## src/rtl/cache_pkg.sv

```systemverilog
// rtl/cache_pkg.sv - shared tag cache encodings, widths and arbiter state type
// Purpose: common constants and types for the tag cache acquire arbiter.
// Ports: none (package).
package cache_pkg;

  // Field-width defaults for the uncached acquire/grant port.
  localparam int ADDR_W_DEF = 32;
  localparam int DATA_W_DEF = 64;
  localparam int XACT_W_DEF = 4;
  localparam int TYPE_W_DEF = 3;

  // Outstanding counters are wide enough for MAX_OUT up to 15.
  localparam int OCNT_W = 4;

  // Acquire type encodings.
  localparam logic [TYPE_W_DEF-1:0] ACQ_GET       = 3'd0;
  localparam logic [TYPE_W_DEF-1:0] ACQ_GET_BLOCK = 3'd1;
  localparam logic [TYPE_W_DEF-1:0] ACQ_PUT       = 3'd2;
  localparam logic [TYPE_W_DEF-1:0] ACQ_PUT_BLOCK = 3'd3;

  // Grant type encodings.
  localparam logic [TYPE_W_DEF-1:0] GNT_PUT_ACK    = 3'd0;
  localparam logic [TYPE_W_DEF-1:0] GNT_GET_DATA   = 3'd1;
  localparam logic [TYPE_W_DEF-1:0] GNT_BLOCK_DATA = 3'd2;

  typedef enum logic [1:0] {
    IDLE  = 2'd0,
    HOLD  = 2'd1,
    BURST = 2'd2
  } arb_state_e;

  // Client id width: at least one bit even with a single requester.
  function automatic int cid_width(input int n);
    return (n <= 1) ? 1 : $clog2(n);
  endfunction

endpackage

```

## src/rtl/tag_cache_rr_pick.sv

```systemverilog
// rtl/tag_cache_rr_pick.sv - combinational round-robin priority picker
// Purpose: pick the first eligible requester scanning rr_ptr, rr_ptr+1, ... mod NCORE.
// Ports:
//   eligible  - per-requester eligibility
//   rr_ptr    - index with highest priority this cycle (always < NCORE)
//   sel       - chosen index (0 when nothing is eligible)
//   any_valid - at least one requester is eligible
module tag_cache_rr_pick #(
  parameter int NCORE = 2,
  parameter int CID_W = 1
) (
  input  logic [NCORE-1:0] eligible,
  input  logic [CID_W-1:0] rr_ptr,
  output logic [CID_W-1:0] sel,
  output logic             any_valid
);

  // Rotate so that bit k corresponds to requester (rr_ptr + k) mod NCORE.
  logic [NCORE-1:0] rotated;
  logic [CID_W-1:0] idx [NCORE];

  assign rotated = NCORE'({eligible, eligible} >> rr_ptr);

  for (genvar k = 0; k < NCORE; k++) begin : g_idx
    logic [CID_W:0] sum;
    assign sum    = {1'b0, rr_ptr} + (CID_W+1)'(k);
    assign idx[k] = CID_W'((sum >= (CID_W+1)'(NCORE)) ? (sum - (CID_W+1)'(NCORE)) : sum);
  end

  // Scan from the lowest priority upward so the last hit is the winner.
  always_comb begin
    sel       = '0;
    any_valid = 1'b0;
    for (int k = NCORE - 1; k >= 0; k--) begin
      if (rotated[k]) begin
        sel       = idx[k];
        any_valid = 1'b1;
      end
    end
  end

endmodule

```

## src/rtl/tag_cache_acq_arbiter.sv

```systemverilog
// rtl/tag_cache_acq_arbiter.sv - round-robin acquire arbiter and grant router for the tag cache
// Purpose: share one uncached acquire/grant port among NCORE requesters, keeping
//   multi-beat puts atomic, stamping client_id, routing grants by client_id and
//   limiting outstanding transactions per requester.
// Ports:
//   clk, reset          - clock, asynchronous active-low reset
//   req_acq_*           - per-requester acquire channel (flattened fields)
//   acq_*               - muxed acquire channel to the tag cache, plus acq_client_id
//   gnt_*               - grant channel from the tag cache
//   req_gnt_*           - demuxed grant valid / per-requester ready, broadcast fields
//   err_bad_gnt         - sticky flag: bad client_id grant or grant counter underflow
module tag_cache_acq_arbiter
  import cache_pkg::*;
#(
  parameter int NCORE   = 2,
  parameter int ADDR_W  = 32,
  parameter int DATA_W  = 64,
  parameter int XACT_W  = 4,
  parameter int TYPE_W  = 3,
  parameter int BEATS   = 8,
  parameter int MAX_OUT = 4,
  localparam int CID_W  = cid_width(NCORE)
) (
  input  logic                     clk,
  input  logic                     reset,
  input  logic [NCORE-1:0]         req_acq_valid,
  output logic [NCORE-1:0]         req_acq_ready,
  input  logic [NCORE*ADDR_W-1:0]  req_acq_addr,
  input  logic [NCORE*DATA_W-1:0]  req_acq_data,
  input  logic [NCORE*TYPE_W-1:0]  req_acq_type,
  input  logic [NCORE*XACT_W-1:0]  req_acq_xact_id,
  input  logic [NCORE-1:0]         req_acq_multibeat,
  output logic                     acq_valid,
  input  logic                     acq_ready,
  output logic [ADDR_W-1:0]        acq_addr,
  output logic [DATA_W-1:0]        acq_data,
  output logic [TYPE_W-1:0]        acq_type,
  output logic [XACT_W-1:0]        acq_xact_id,
  output logic [CID_W-1:0]         acq_client_id,
  input  logic                     gnt_valid,
  output logic                     gnt_ready,
  input  logic [CID_W-1:0]         gnt_client_id,
  input  logic [XACT_W-1:0]        gnt_xact_id,
  input  logic [TYPE_W-1:0]        gnt_type,
  input  logic [DATA_W-1:0]        gnt_data,
  input  logic                     gnt_last,
  output logic [NCORE-1:0]         req_gnt_valid,
  input  logic [NCORE-1:0]         req_gnt_ready,
  output logic [XACT_W-1:0]        req_gnt_xact_id,
  output logic [TYPE_W-1:0]        req_gnt_type,
  output logic [DATA_W-1:0]        req_gnt_data,
  output logic                     err_bad_gnt
);

  localparam int BEAT_W = (BEATS > 1) ? $clog2(BEATS) : 1;
  localparam logic [BEAT_W-1:0] LAST_BEAT = BEAT_W'(BEATS - 1);
  localparam logic [CID_W-1:0]  LAST_CID  = CID_W'(NCORE - 1);

  arb_state_e        state, state_nxt;
  logic [CID_W-1:0]  rr_ptr, rr_nxt;
  logic [CID_W-1:0]  owner, owner_nxt;
  logic [BEAT_W-1:0] beat_cnt, beat_nxt;
  logic [OCNT_W-1:0] out_cnt [NCORE];
  logic [OCNT_W-1:0] cnt_nxt [NCORE];
  logic              err_q;

  logic [NCORE-1:0]  eligible;
  logic [NCORE-1:0]  inc_v, dec_v;
  logic [CID_W-1:0]  sel, fwd;
  logic              any_elig, fwd_valid, acq_fire, first_beat;
  logic              gnt_bad, gnt_done, underflow;

  logic [ADDR_W-1:0] addr_a [NCORE];
  logic [DATA_W-1:0] data_a [NCORE];
  logic [TYPE_W-1:0] type_a [NCORE];
  logic [XACT_W-1:0] xact_a [NCORE];

  function automatic logic [CID_W-1:0] next_idx(input logic [CID_W-1:0] x);
    return (x == LAST_CID) ? '0 : x + 1'b1;
  endfunction

  for (genvar i = 0; i < NCORE; i++) begin : g_req
    assign addr_a[i]   = req_acq_addr[i*ADDR_W +: ADDR_W];
    assign data_a[i]   = req_acq_data[i*DATA_W +: DATA_W];
    assign type_a[i]   = req_acq_type[i*TYPE_W +: TYPE_W];
    assign xact_a[i]   = req_acq_xact_id[i*XACT_W +: XACT_W];
    assign eligible[i] = req_acq_valid[i] && (out_cnt[i] < OCNT_W'(MAX_OUT));
    assign inc_v[i]    = acq_fire && first_beat && (fwd == CID_W'(i));
    assign dec_v[i]    = gnt_done && (gnt_client_id == CID_W'(i));
  end

  tag_cache_rr_pick #(
    .NCORE (NCORE),
    .CID_W (CID_W)
  ) u_rr_pick (
    .eligible  (eligible),
    .rr_ptr    (rr_ptr),
    .sel       (sel),
    .any_valid (any_elig)
  );

  // Outside IDLE the owner is locked in; its out_cnt is not re-checked.
  assign fwd        = (state == IDLE) ? sel : owner;
  assign fwd_valid  = (state == IDLE) ? any_elig : req_acq_valid[owner];
  assign first_beat = (state != BURST);

  assign acq_valid     = reset && fwd_valid;
  assign acq_addr      = addr_a[fwd];
  assign acq_data      = data_a[fwd];
  assign acq_type      = type_a[fwd];
  assign acq_xact_id   = xact_a[fwd];
  assign acq_client_id = fwd;
  assign acq_fire      = acq_valid && acq_ready;

  always_comb begin
    req_acq_ready = '0;
    if (reset && ((state != IDLE) || any_elig)) begin
      req_acq_ready[fwd] = acq_ready;
    end
  end

  always_comb begin
    state_nxt = state;
    rr_nxt    = rr_ptr;
    owner_nxt = owner;
    beat_nxt  = beat_cnt;
    case (state)
      IDLE, HOLD: begin
        if (acq_fire) begin
          if (req_acq_multibeat[fwd]) begin
            owner_nxt = fwd;
            beat_nxt  = BEAT_W'(1);
            state_nxt = BURST;
          end else begin
            rr_nxt    = next_idx(fwd);
            state_nxt = IDLE;
          end
        end else if (fwd_valid) begin
          owner_nxt = fwd;
          state_nxt = HOLD;
        end
      end
      BURST: begin
        if (acq_fire) begin
          if (beat_cnt == LAST_BEAT) begin
            rr_nxt    = next_idx(owner);
            beat_nxt  = '0;
            state_nxt = IDLE;
          end else begin
            beat_nxt = beat_cnt + 1'b1;
          end
        end
      end
      default: state_nxt = IDLE;
    endcase
  end

  // Grants addressed beyond NCORE are accepted and dropped.
  assign gnt_bad = (int'(gnt_client_id) >= NCORE);

  always_comb begin
    req_gnt_valid = '0;
    gnt_ready     = 1'b0;
    if (reset) begin
      if (gnt_bad) begin
        gnt_ready = 1'b1;
      end else begin
        req_gnt_valid[gnt_client_id] = gnt_valid;
        gnt_ready                    = req_gnt_ready[gnt_client_id];
      end
    end
  end

  assign req_gnt_xact_id = gnt_xact_id;
  assign req_gnt_type    = gnt_type;
  assign req_gnt_data    = gnt_data;
  assign gnt_done        = gnt_valid && gnt_ready && !gnt_bad && gnt_last;

  // Simultaneous issue and completion for a requester leave its count unchanged.
  always_comb begin
    underflow = 1'b0;
    for (int i = 0; i < NCORE; i++) begin
      cnt_nxt[i] = out_cnt[i];
      if (inc_v[i] && !dec_v[i]) begin
        cnt_nxt[i] = out_cnt[i] + 1'b1;
      end else if (dec_v[i] && !inc_v[i]) begin
        if (out_cnt[i] == '0) begin
          underflow = 1'b1;
        end else begin
          cnt_nxt[i] = out_cnt[i] - 1'b1;
        end
      end
    end
  end

  always_ff @(posedge clk or negedge reset) begin
    if (!reset) begin
      state    <= IDLE;
      rr_ptr   <= '0;
      owner    <= '0;
      beat_cnt <= '0;
      err_q    <= 1'b0;
      for (int i = 0; i < NCORE; i++) begin
        out_cnt[i] <= '0;
      end
    end else begin
      state    <= state_nxt;
      rr_ptr   <= rr_nxt;
      owner    <= owner_nxt;
      beat_cnt <= beat_nxt;
      err_q    <= err_q | (gnt_valid & gnt_bad) | underflow;
      for (int i = 0; i < NCORE; i++) begin
        out_cnt[i] <= cnt_nxt[i];
      end
    end
  end

  assign err_bad_gnt = err_q;

endmodule

```

## config.mk

```make
export PLATFORM = sky130hd
export DESIGN_NAME = tag_cache_acq_arbiter
export DESIGN_NICKNAME = d
export VERILOG_FILES = /design/src/rtl/cache_pkg.sv /design/src/rtl/tag_cache_rr_pick.sv /design/src/rtl/tag_cache_acq_arbiter.sv
export SDC_FILE = /design/constraint.sdc
export NUM_CORES = 1
export LEC_CHECK = 0
export ABC_CLOCK_PERIOD_IN_PS = 6300
export CORE_AREA = 2 2 181 183
export CTS_CLUSTER_SIZE = 24
export DETAILED_ROUTE_END_ITERATION = 10
export DIE_AREA = 0 0 183 185
export GPL_TIMING_DRIVEN = 0
export PLACE_DENSITY = 0.51
export REMOVE_ABC_BUFFERS = 1
export SLEW_MARGIN = 40
export SYNTH_ARGS = -nofsm -noshare
export SYNTH_HDL_FRONTEND = slang
export SYNTH_SLANG_ARGS = --single-unit
```

## constraint.sdc

```tcl
create_clock -name clk -period 6.3 [get_ports clk]
set_input_delay 1.89 -clock clk [delete_from_list [all_inputs] [get_ports clk]]
set_output_delay 1.89 -clock clk [all_outputs]
set_load 0.01 [all_outputs]
```

* Word-level counts from Yosys, hierarchy flattened *
Cells that the tools add are included.

cells by class
  add/sub/neg operators = 10
  multipliers = 0
  div/mod/pow operators = 0
  magnitude comparators = 10
  eq/ne operators = 13
  shift-type cells = 1
  mux-type cells = 66
  bitwise operators = 6
  reduce and logical (&&, ||, !) cells = 38

operators by type and width
  kind                   number
  $mux W64               3
  $mux W32               3
  $mux W4                9
  $mux W1                32
  $mux W3                7
  $logic_and A1 B1 Y1    18
  $ne A2 B2 Y1 const B   8
  $mux W2                7
  $reduce_bool A2 Y1     5
  $add A4 B1 Y4 const B  2
  $logic_not A4 Y1       2
  $lt A4 B3 Y1 const B   2
  $sub A4 B1 Y4 const B  2
  $lt A1 B2 Y1 const B   3
  $pmux W3 S2            1
  $reduce_and A3 Y1      2
  $reduce_and A5 Y1      1
  $and A2 B2 Y2          2
  $ge A2 B2 Y1 const B   2
  $logic_not A1 Y1       4
  $pmux W2 S2            1
  $reduce_and A2 Y1      2
  $reduce_and A4 Y1      1
  $shr A4 B1 Y2          1
  19 further kinds       24

storage, ports and cells
  register bits after elaboration = 16
  latch bits = 0
  bits in writable memories = 0
  ROM bits = 0
  input bits = 289
  word-level logic and storage cells = 151
  memories = 0

* Depth between registers and ports, before layout *
  depth in word-level cells = 18
  gate-level depth with buffers = 13

* Modules after synthesis *
A second synthesis with hierarchy kept.

second synthesis, totals
  cell total of the unflattened synthesis = 322
  area, all modules = 2975.4 um^2

modules (own cells, without submodules)
  module                 times used  cells each  area each (um^2)
  tag_cache_acq_arbiter  1           319         2957.8
  tag_cache_rr_pick      1           3           17.5

* Least setup slack after synthesis *
Ideal clock, no wire load.

  kind = input-to-output
  from = input port req_acq_valid[1]
  to = output port acq_data[44]
  arrival = 3126 ps
  setup slack = 1284 ps
  cell stages on the path = 5
  path buffers = 2
  cell sequence = or3b_1 -> o31a_1 -> buf_6 -> buf_4 -> mux2_4

on the way
  longest elaborated chain between the ends = 9

RTL lines
  what                                            RTL line                      source
  start, declared                                 tag_cache_acq_arbiter.sv:26   input logic [NCORE-1:0] req_acq_valid,
  $logic_and A1 B1 Y1 *                           tag_cache_acq_arbiter.sv:87   assign eligible[i] = req_acq_valid[i] && (out_cnt[i] < OCNT_W'(MAX_OUT));
  $shr A4 B1 Y2 *                                 tag_cache_rr_pick.sv:22       assign rotated = NCORE'({eligible, eligible} >> rr_ptr);
  $mux W1                                         tag_cache_rr_pick.sv:35       if (rotated[k]) begin
  $mux W1 *                                       tag_cache_rr_pick.sv:35
  $mux W1 *                                       tag_cache_acq_arbiter.sv:103  assign fwd = (state == IDLE) ? sel : owner;
  $not A1 Y2 (not written as such) *              tag_cache_acq_arbiter.sv:109  assign acq_data = data_a[fwd];
  $mux W64 (not written as such) * (3 in series)  tag_cache_acq_arbiter.sv:109
  end, declared                                   tag_cache_acq_arbiter.sv:36   output logic [DATA_W-1:0] acq_data,

Mark *: on every way between the ends. The rest lies on a longest branch, timed or not. The select of a mux whose other input is x is not followed.

* Final worst setup path *
  from = input port req_acq_valid[0]
  to = output port acq_addr[31]

on the way
  longest elaborated chain between the ends = 9

RTL lines
  what                                            RTL line                      source
  $logic_and A1 B1 Y1 *                           tag_cache_acq_arbiter.sv:87
  $shr A4 B1 Y2 *                                 tag_cache_rr_pick.sv:22
  $mux W1                                         tag_cache_rr_pick.sv:35
  $mux W1 *                                       tag_cache_rr_pick.sv:35
  $mux W1 *                                       tag_cache_acq_arbiter.sv:103
  $not A1 Y2 (not written as such) *              tag_cache_acq_arbiter.sv:108  assign acq_addr = addr_a[fwd];
  $mux W32 (not written as such) * (3 in series)  tag_cache_acq_arbiter.sv:108
  end, declared                                   tag_cache_acq_arbiter.sv:35   output logic [ADDR_W-1:0] acq_addr,

Marks and branches as above.

==> results.txt <==
----------------------------------------------------
[Cells and area]
  Fraction of layout instances using a drive strength above 1 ... 0.0612
  Total of fill cells in the finished design ... about 3600
  Synthesis-to-layout area growth ... 111%
  Final-stage net count ... a little under 900
  Design Area, Final ... between 6000 and 7000 um^2

[Floorplan]
  Die area ... 33900 um^2
  Core Area ... ~32000 um^2
  Initial core utilization ... 0.0952
  Count of standard-cell rows ... 66
  Die height ... ~190 um
  I/O pin total ... 471
  Die extent in x ... roughly 180 um

[STA]
  Finish-stage setup viols ... 0
  Setup repair after global routing missed its margin ... false
  Rel. slew slack ... 0.526
  Final clock period utilization by the worst path ... 0.981
  Worst hold slack across all endpoints ... a little over 0.5 ns
  Final Critical Period ... around 6.2 ns
  Slew at the pin closest to its max-slew limit ... a little over 0.7 ns
  Worst clock skew ... about 0.0024 ns
  Hold violation total from the final report ... 0
  Aggregate negative setup slack ... 0 ns
  Max-slew violation total from the final report ... 0
  Maximum clock frequency ... about 160 MHz

[Power and ir drop]
  Share of total power in the clock network ... 0.069
  Combinational fraction of design power ... 0.828
  Worst ir drop on vdd ... between 100 and 150 uV
  Switching portion of total power ... 0.416
  Seq pwr share ... 0.103
  Pleak ... approximately 0.0024 uW
  Pwr dens ... 321 nW/um^2
  Internal power ... 1200 uW
  Switch Pwr ... about 860 uW

[Synth]
  Most numerous cell types in the synthesized netlist ... 90 x sky130_fd_sc_hd__mux2_1, 72 x sky130_fd_sc_hd__buf_4, 16 x sky130_fd_sc_hd__dfrtp_1, 13 x sky130_fd_sc_hd__inv_1
  EDFF count, synth ... 0
  Area fraction of the dominant cell type after synthesis ... 0.332
  Area of the mapped netlist ... around 3000 um^2
  Synth unique cells ... 46
  Synthesis Warnings ... 0
  Post-synthesis instance total ... 318
  Cell with the most instances after synthesis ... sky130_fd_sc_hd__mux2_1
  Dominant cells by area after synthesis ... sky130_fd_sc_hd__mux2_1 33%, sky130_fd_sc_hd__buf_4 18%, sky130_fd_sc_hd__dfrtp_1 13%
  Sequential area share after synthesis ... 0.131
  Top cell type by total area after synthesis ... sky130_fd_sc_hd__mux2_1
  Flop and latch count out of synthesis ... 16
  Mapped Avg Cell Area ... approximately 9.6 um^2
  Share of flip-flops with an asynchronous set or reset ... 1.00
  Most used flip-flop cell after synthesis ... sky130_fd_sc_hd__dfrtp_1

[Min path]
  Worst Hold Path Cells ... 1
  Start point of the worst min-delay path ... err_bad_gnt
  Worst min-delay path category ... reg -> reg
  Worst min-delay path endpoint ... err_bad_gnt

[Clock tree]
  Buffers from clock root to sink, at most ... 2
  Setup Buffers After CTS ... 0
  Post-cts hold buffer count ... 0
  Clk Latency, worst-skew pair ... between 0.2 and 0.3 ns
  Reg clk slew, reported paths ... around 0.050 ns
  Number of CTS-inserted buffers ... 3
  H-tree levels ... 1
  # clock sinks ... 16
  CTS root buffer ... sky130_fd_sc_hd__clkbuf_16
  TritonCTS clock tree ... done

[Global routing]
  Antenna violations before repair ... 17
  Number of global-route vias before repair ... around 3500
  GR Overflow Total ... 0
  First-pass GRT wire length ... 43600 um
  Largest net degree at the start of global routing ... 23
  Total GRT Usage ... 0.209

[Setup path]
  Arrival time at the worst endpoint ... between 4 and 5 ns
  Worst reg2reg path depth ... 9
  CP Class ... in -> out
  Worst r2r src ... state[1]
  Internal reg-to-reg setup slack ... 2.96 ns
  Endpoint required time on the critical path ... 4.41 ns
  Type of element launching the critical path ... primary input
  End of the worst register-to-register path ... out_cnt[1]
  CP Capture Type ... primary output
  Highest fanout seen on the critical path ... 20

[Placed design]
  Area of placed instances ... ~6300 um^2
  Final GP Congestion ... 0.804
  Input/output buffers ... 328
  Post-DP HPWL ... ~35000 um

[Run status]
  Result of the run ... completed

[Run]
  Max-cap violation count ... 0

[Detailed routing]
  Number of DRC violations after detailed routing ... 0
  Number of DRC violations after detailed-routing iteration 0 ... 96
  Vias per Instance ... ~3.6
  DRT Pass-1 Iters ... 4
  Count of antenna-violating nets left after detailed routing ... 0
  DR WL/cell ... 37.3 um
  Vias post-DR ... about 3600
  Sum of routed wire length over all layers ... around 37000 um

----------------------------------------------------
power by group through the flow:
stage | clock network, uW | registers [uW] | logic [uW]
finish | 143 | 212 | 1710
floorplan | 0 | 192 | 821
global placement | 0 | 208 | 1710
global route | 152 | 222 | 1830
detailed placement | 0 | 208 | 1800
CTS | 146 | 208 | 1740
how the worst max path moves through the flow:
stage	from	endpoint	slack, ns	cells after the start
2_1_floorplan	req_acq_valid[0]	req_acq_ready[0]	-1.37	4
3_3_place_gp	req_acq_valid[0]	req_acq_ready[0]	-4.47	6
3_5_place_dp	req_acq_valid[1]	acq_addr[5]	-0.18	8
4_1_cts	req_acq_valid[0]	acq_addr[31]	0.05	8
5_1_grt	req_acq_valid[0]	acq_addr[31]	0.01	8
6_report	req_acq_valid[0]	acq_addr[31]	0.12	8
cells by family (layout without fill, tap and decap cells):
| group | Yosys count | in the layout | share of synthesized area |
|---|---|---|---|
| AO/OA/AOI/OAI | 34 | 34 | 0.0866 |
| XOR/XNOR | 4 | 4 | 0.0115 |
| adder cells (fa/ha/maj) | 12 | 12 | 0.0542 |
| buffers and inverters | 98 | 352 | 0.235 |
| flip-flops | 16 | 16 | 0.131 |
| multiplexers | 107 | 107 | 0.402 |
| other | 0 | 8 | 0 |
| AND/OR/NAND/NOR | 47 | 47 | 0.0800 |
metrics by stage:
step / power (uW) / std cells / worst slack, ns / utilization
after global routing: 2200 / 980 / 0.0122 / 0.200
after floorplan: 1010 / 234 / -1.37 / -
after detailed placement: 2000 / 976 / -0.177 / 0.198
after CTS: 2090 / 980 / 0.0501 / 0.200
final: 2060 / 988 / 0.122 / 0.200
after global placement: 1920 / 970 / -4.47 / 0.193
what timing repair did:
item,4_1_cts,5_1_grt
pin swaps,0,0
gates cloned,0,0
gates resized for setup,44,1
setup endpoints to repair,46,2
layout by cell type, fill, tap and decap left out, types with 8 or more instances in the layout:
cell,netlist,layout
sky130_fd_sc_hd__clkdlybuf4s50_1,0,286
sky130_fd_sc_hd__nand2_1,10,10
sky130_fd_sc_hd__ha_1,10,10
sky130_fd_sc_hd__inv_1,13,13
sky130_fd_sc_hd__nor2_1,10,10
sky130_fd_sc_hd__diode_2,0,8
sky130_fd_sc_hd__mux2_2,9,9
sky130_fd_sc_hd__mux2_1,90,90
sky130_fd_sc_hd__dlygate4sd2_1,0,41
sky130_fd_sc_hd__dfrtp_1,16,16
routing by layer:
| layer | up-vias | GRT usage | share of wire |
|---|---|---|---|
| met5 | - | 0 | 0.0025 |
| met4 | 14 | 0.0307 | 0.018 |
| met3 | 34 | 0.242 | 0.24 |
| met2 | 373 | 0.414 | 0.54 |
| met1 | 1556 | 0.112 | 0.20 |
| li1 | 1590 | - | - |
state kept, by name, indices dropped and copies added (netlist names):
register / count
err_bad_gnt: 1
out_cnt: 8
state: 2
rr_ptr: 1
owner: 1
beat_cnt: 3
critical path, stage by stage:
cell and delay (ns):
sky130_fd_sc_hd__clkdlybuf4s50_1 0.54, sky130_fd_sc_hd__nor4b_4 0.27, sky130_fd_sc_hd__o31a_4 0.24, sky130_fd_sc_hd__buf_16 0.17, sky130_fd_sc_hd__buf_16 0.17, sky130_fd_sc_hd__buf_16 0.17
sky130_fd_sc_hd__mux2_2 0.34, sky130_fd_sc_hd__clkdlybuf4s50_1 0.47
area by class of cell:
type,instances,area [um^2],share of cell area
Sequential cell,16,400,0.0623
Clock buffer,4,88.8,0.0138
Timing Repair Buffer,334,3390,0.528
Inverter,14,52.6,0.00818
Antenna cell,8,20.0,0.00312
Multi-Input combinational cell,204,1960,0.305
Tap cell,408,510,0.0795
No activity file was read; power rests on OpenSTA's default activity.
